$ cat config.mk
export PLATFORM = sky130hd
export DESIGN_NAME = path_result_streamer
export DESIGN_NICKNAME = d
export VERILOG_FILES = /design/src/rtl/path_result_streamer.sv
export SDC_FILE = /design/constraint.sdc
export NUM_CORES = 1
export LEC_CHECK = 0
export ABC_AREA = 1
export BUFFER_PORTS_ARGS = -buffer_cell sky130_fd_sc_hd__buf_2
export CAP_MARGIN = 10
export CORE_MARGIN = 2
export CORE_UTILIZATION = 40
export CTS_CLUSTER_SIZE = 28
export DETAILED_ROUTE_END_ITERATION = 10
export GPL_TIMING_DRIVEN = 0
export PLACE_DENSITY = 0.62
export SYNTH_ARGS = -nofsm -noshare
export SYNTH_HDL_FRONTEND = slang
export SYNTH_SLANG_ARGS = --single-unit
$ cat constraint.sdc
create_clock -name Clk -period 1.8 [get_ports Clk]
set_clock_uncertainty 0.05 [all_clocks]
set_input_delay 0.09 -clock Clk [delete_from_list [all_inputs] [get_ports Clk]]
set_output_delay 0.09 -clock Clk [all_outputs]
set_load 0.01 [all_outputs]
$ cat src/rtl/path_result_streamer.sv
// Streams the P (path result) SRAM out over a valid/ready port after the engine finishes,
// one word per READ/CAP/OUT pass, while accumulating a 16-bit checksum of accepted words.
module path_result_streamer #(
    parameter int A_WIDTH = 13,
    parameter int D_WIDTH = 8,
    parameter int N_WORDS = 2**A_WIDTH
) (
    input  logic               Clk,
    input  logic               Rst,
    input  logic               Go,
    input  logic [D_WIDTH-1:0] P_In,
    output logic [A_WIDTH-1:0] P_Addr,
    output logic               P_En,
    output logic               P_Rw,
    output logic [D_WIDTH-1:0] Out_Data,
    output logic [A_WIDTH-1:0] Out_Addr,
    output logic               Out_Valid,
    input  logic               Out_Ready,
    output logic [15:0]        Checksum,
    output logic               Busy,
    output logic               Done
);

    typedef enum logic [2:0] {IDLE, READ, CAP, OUT, DONE} state_t;

    // Termination is by compare so a full 2**A_WIDTH scan never relies on wrap.
    localparam logic [A_WIDTH-1:0] LAST = A_WIDTH'(N_WORDS - 1);

    state_t             state_q, state_d;
    logic [A_WIDTH-1:0] cnt_q, cnt_d;
    logic [A_WIDTH-1:0] out_addr_q, out_addr_d;
    logic [D_WIDTH-1:0] out_data_q, out_data_d;
    logic [15:0]        csum_q, csum_d;

    always_ff @(posedge Clk or posedge Rst) begin
        if (Rst) begin
            state_q    <= IDLE;
            cnt_q      <= '0;
            out_addr_q <= '0;
            out_data_q <= '0;
            csum_q     <= '0;
        end else begin
            state_q    <= state_d;
            cnt_q      <= cnt_d;
            out_addr_q <= out_addr_d;
            out_data_q <= out_data_d;
            csum_q     <= csum_d;
        end
    end

    always_comb begin
        state_d    = state_q;
        cnt_d      = cnt_q;
        out_addr_d = out_addr_q;
        out_data_d = out_data_q;
        csum_d     = csum_q;
        case (state_q)
            IDLE: begin
                if (Go) begin
                    state_d = READ;
                    cnt_d   = '0;
                    csum_d  = '0;
                end
            end
            READ: state_d = CAP;
            CAP: begin
                // SRAM data is valid the cycle after the address was presented.
                out_data_d = P_In;
                out_addr_d = cnt_q;
                state_d    = OUT;
            end
            OUT: begin
                if (Out_Ready) begin
                    csum_d = csum_q + 16'(out_data_q);
                    if (cnt_q == LAST) begin
                        state_d = DONE;
                    end else begin
                        cnt_d   = cnt_q + 1'b1;
                        state_d = READ;
                    end
                end
            end
            DONE:    state_d = IDLE;
            default: state_d = IDLE;
        endcase
    end

    assign P_Addr    = cnt_q;
    assign P_En      = (state_q == READ);
    assign P_Rw      = 1'b0;
    assign Out_Data  = out_data_q;
    assign Out_Addr  = out_addr_q;
    assign Out_Valid = (state_q == OUT);
    assign Checksum  = csum_q;
    assign Busy      = (state_q != IDLE);
    assign Done      = (state_q == DONE);

endmodule

# After elaboration in Yosys (flattened, before gate mapping)
# Index checks and enable logic that the tools add are counted.
[word_totals]
reg_bits = 53
inputBits = 12
out_inout_bits = 55
[op_classes]
add_sub_neg = 2
n_eq_ne = 8
n_mux = 11
reduce_logical = 6
[ops]
columns = ["op", "n"]
rows = [
  ["13-bit two-way mux", 3],
  ["16-bit two-way mux", 2],
  ["16-bit one-hot mux with 2 select lines", 1],
  ["13-bit one-hot mux with 2 select lines", 1],
  ["16-bit by 8-bit adder with 16-bit output", 1],
  ["13-bit by 1-bit adder with 13-bit output, second input constant", 1],
  ["13-bit equality test, second input constant", 1],
  ["3-bit one-hot mux with 4 select lines", 1],
  ["3-bit two-way mux", 3],
  ["3-bit by 2-bit equality test with 1-bit output, second input constant", 2],
  ["2-bit != test, second input constant", 2],
  ["4-bit AND reduction", 1],
  ["3-bit by 1-bit equality test with 1-bit output, second input constant", 1],
  ["3-bit equality test, second input constant", 1],
  ["3-bit zero test", 1],
  ["3-bit AND reduction", 1],
  ["3-bit nonzero test", 1],
  ["2-bit by 1-bit != test with 1-bit output, second input constant", 1],
  ["2-bit AND reduction", 1],
  ["2-bit nonzero test", 1],
]

# Depth between registers and ports, before layout
[logic_depth]
word_depth = 4
ltp_mapped = 11
ltp_nobuf = 11

# Worst setup path after synthesis
# Ideal clock, no wire load.
[synth_path]
path_type = "reg2reg"
from = "reg csum_q[0], in the netlist Checksum[0]"
to = "reg csum_q[12], in the netlist Checksum[12]"
arrival_time_ps = 1587
required_ps = 1632
path_slack_ps = 45
path_stages_with_launch = 12
n_path_buf = 0
cell_sequence = "dfrtp_1 -> ha_1 -> inv_1 -> fa_1 -> inv_1 -> nand3_1 -> nand3_1 -> nand3_1 -> nand2_1 -> nand2_1 -> nand4_1 -> nand2_1"
[synth_via]
elab_chain_cells = 3
[synth_lines]
columns = ["item", "line_no", "source"]
rows = [
  ["start: declaration", "33", "logic [15:0] csum_q, csum_d;"],
  ["start signal: assignment", "47", "csum_q <= csum_d;"],
  ["16-bit by 8-bit adder with 16-bit output", "74", "csum_d = csum_q + 16'(out_data_q);"],
  ["16-bit two-way mux", "73", "if (Out_Ready) begin"],
  ["16-bit one-hot mux with 2 select lines", "57", "case (state_q)"],
]
# No other way between the ends. The select of a mux whose other input is x is not followed.
# A chain may end at the register's enable or synchronous reset.

# Worst setup path after layout
[layout_path]
from = "reg out_data_q[5], in the netlist Out_Data[5]"
to = "reg csum_q[14], in the netlist Checksum[14]"
[layout_via]
elab_chain_cells = 3
[layout_lines]
columns = ["item", "line_no", "source"]
rows = [
  ["start: declaration", "32", "logic [D_WIDTH-1:0] out_data_q, out_data_d;"],
  ["start signal: assignment", "46", "out_data_q <= out_data_d;"],
  ["16-bit by 8-bit adder with 16-bit output", "74", ""],
  ["16-bit two-way mux", "73", ""],
  ["16-bit one-hot mux with 2 select lines", "57", ""],
]
# No other way between the ends. The select of a mux whose other input is x is not followed.

==> results.json <==
{
  "critPathKind": "flop to flop",
  "tritoncts": "yes",
  "worstSetupStartpointType": "flop",
  "synthArstFlopShare": 1.00,
  "cts_made_buffers": 5,
  "synth-adder-area-share": 0.0437,
  "powerDensity_nw_per_um2": 1520,
  "firstDrtPassIters": 5,
  "die_area_um2": 8290,
  "reg2reg_depth": 9,
  "cts_root_buf": "clkbuf_8",
  "grt_max_degree": 36,
  "rows": 31,
  "area_growth_pct": 26.7,
  "setup_viol": 0,
  "p_leak_nw": 1.97,
  "r2r-start": "Out_Data[5]",
  "hold_viol": 0,
  "wl_per_cell_um": 13.4,
  "synth_xor_xnor_area_share": 0.0173,
  "clkTransAtPathRegs_ns": 0.09,
  "syn_inst": 385,
  "io_pins": 67,
  "grt_antenna_before_repair": 0,
  "clk_latency_ns": 0.30,
  "ys_ff_latch": 53,
  "overflow": 0,
  "fp.dieW_um": 91.1,
  "synth.top_cell.area_share": 0.437,
  "met3_usage": 0.0373,
  "synthesis.area_um2": 3030,
  "grt_pass1_wl_mm": 12.6,
  "ys_top_cells_by_area": "dfrtp_1, nand2_1, nand3_1",
  "finalMaxSlewViolations": 0,
  "hold_depth": 4,
  "diodes": 0,
  "drive_gt1_frac": 0.296,
  "fin_tns_setup_ns": 0,
  "avgSynthCellArea_um2": 7.87,
  "critPathRequiredTime_ns": 1.95,
  "wl_mm": 7.69,
  "cts_max_level": 2,
  "start_util": 0.416,
  "grt_use_met2": 0.319,
  "post-synth-top-area-cell": "dfrtp_1",
  "die_h_um": 91.1,
  "ant_nets": 0,
  "r2r_end": "Checksum[14]",
  "min_path_type": "input pin to flop",
  "post-route-util": 0.527,
  "ys_top_cells_by_count": "nand2_1, dfrtp_1, inv_1",
  "first_global_vias": 2743,
  "endpoint_kind": "flop",
  "portBuffers": 65,
  "timing.fmax_ghz": 0.589,
  "synthMuxAreaShare": 0.0260,
  "whs_endpoint": "state_q[1]",
  "viasPerCell": 4.95,
  "finalInstanceArea_um2": 3840,
  "ir_drop_uv": 617,
  "yosys.area_share.simple": 0.309,
  "synth_flop_cell": "dfrtp_1",
  "post-route-period-util": 0.944,
  "final_nets": 497,
  "place.gp.congestion": 0.828,
  "hp-start": "Out_Ready",
  "ys_types": 33,
  "critical_path_arrival_ns": 1.85,
  "fp.coreArea_um2": 7290,
  "drc": 0,
  "track_usage": 0.187,
  "use_met1": 0.241,
  "crit_fanout": 5,
  "clock-sinks": 53,
  "ys_seq_area_frac": 0.437,
  "synth_top_family_by_area": "simple AND/OR/NAND/NOR gates",
  "reg2reg_slack_ns": 0.10,
  "status": "finished, final reports clean",
  "synth_edf_count": 0,
  "drtIter0Drc": 157,
  "vias": 2844,
  "dpl-instance-area_um2": 3500,
  "synth_compound_gate_area_share": 0.0871,
  "cts_max_path_buffers": 2,
  "hpwl_mm": 5.73,
  "yosys_warnings": 0,
  "syn-num-nets": 407,
  "synth.most_common_cell": "nand2_1",
  "cp-startpoint": "Out_Data[5]",
  "period_minus_slack_ns": 1.70,
  "busiest_layer": "met2",
  "maxCapViolCount": 0
}
logic make-up (layout without fill, tap and decap cells):
kind of cell | Yosys count | count (layout)
AO/OA/AOI/OAI | 46 | 46
XOR/XNOR | 6 | 6
adder cells (fa/ha/maj) | 10 | 10
buffers and inverters | 55 | 146
flip-flops | 53 | 53
multiplexers | 7 | 7
other | 1 | 1
AND/OR/NAND/NOR | 207 | 207
worst max-delay path: stages (launching register included):
cell and delay, ns:
dfrtp_1 0.40, ha_1 0.37, nand2_1 0.15, inv_1 0.07, nand2_1 0.07, nand2_1 0.05
nand2_1 0.05, nand3_1 0.15, a21oi_1 0.18, nor2_1 0.06
per-layer routing:
| layer | part of all wire | vias up |
|---|---|---|
| met1 | 0.45 | 1333 |
| met4 | 0.0096 | 0 |
| li1 | - | 1422 |
| met5 | 0 | - |
| met2 | 0.49 | 79 |
| met3 | 0.045 | 10 |
layout by cell type (no fill, tap or decap), types with 2 or more instances in the layout:
cell type / synthesis / final
a21oi_1: 11 / 10
buf_2: 3 / 68
buf_4: 1 / 9
buf_6: 3 / 3
clkbuf_1: 2 / 3
clkbuf_8: 0 / 5
clkinv_2: 0 / 2
dfrtp_1: 53 / 52
dlygate4sd3_1: 0 / 9
ha_1: 9 / 3
ha_4: 0 / 5
inv_1: 40 / 38
inv_2: 6 / 8
mux2_2: 6 / 6
nand2_1: 97 / 96
nand2_2: 11 / 12
nand3_1: 36 / 32
nand3_2: 2 / 5
nand3_4: 1 / 2
nand3b_1: 4 / 4
nand4_1: 8 / 8
nor2_1: 35 / 35
nor2_4: 1 / 2
nor3_1: 9 / 9
o21ai_0: 18 / 17
o21ai_1: 7 / 8
o21ai_2: 7 / 7
xnor2_1: 2 / 2
xor2_1: 4 / 4
registers in the layout, indices dropped and copies added, names as in the netlist:
register  cells
P_Addr       13
Out_Addr     13
state_q       3
Out_Data      8
Checksum     16
power by group:
part | switching, mW | leakage [nW] | internal [mW] | total (mW)
Combinational | 2.01 | 1.23 | 1.41 | 3.41
Clock | 0.386 | 0.0450 | 0.271 | 0.657
Sequential | 0.309 | 0.696 | 1.47 | 1.78
through the flow:
stage               power, mW  hold WS [ns]  instances  worst slack [ns]
CTS                      5.52        0.0775        569            0.0215
global placement         4.72         0.257        549            -0.366
floorplan                3.90         0.172        385            0.0449
finish                   5.85        0.0848        575             0.101
global route             6.34        0.0942        575           -0.0148
detailed placement       4.77        0.0613        550            -0.121
cell type report:
class	count	area [um2]
Fill cell	762	3450
Multi-Input combinational cell	277	1580
Sequential cell	53	1330
Timing Repair Buffer	83	495
Inverter	46	173
Tap cell	99	124
Clock buffer	6	72.6
Buffer	9	63.8
Clock inverter	2	10.0
worst max path at each step:
stage | slack [ns] | endpoint | cells after the start
after floorplan | 0.04 | Checksum[12] | 11
after global placement | -0.37 | state_q[0] | 2
after detailed placement | -0.12 | Checksum[8] | 10
after CTS | 0.02 | P_Addr[4] | 11
after global routing | -0.01 | Checksum[13] | 8
final | 0.10 | Checksum[14] | 9
what timing repair did:
action | CTS | global route
setup endpoints to repair | 6 | 24
gates resized for setup | 4 | 17
hold buffers | 9 | 0
hold endpoints to repair | 26 | 0
pin swaps | 0 | 5
setup buffers | 2 | 6
No activity file was read; power rests on OpenSTA's default activity.
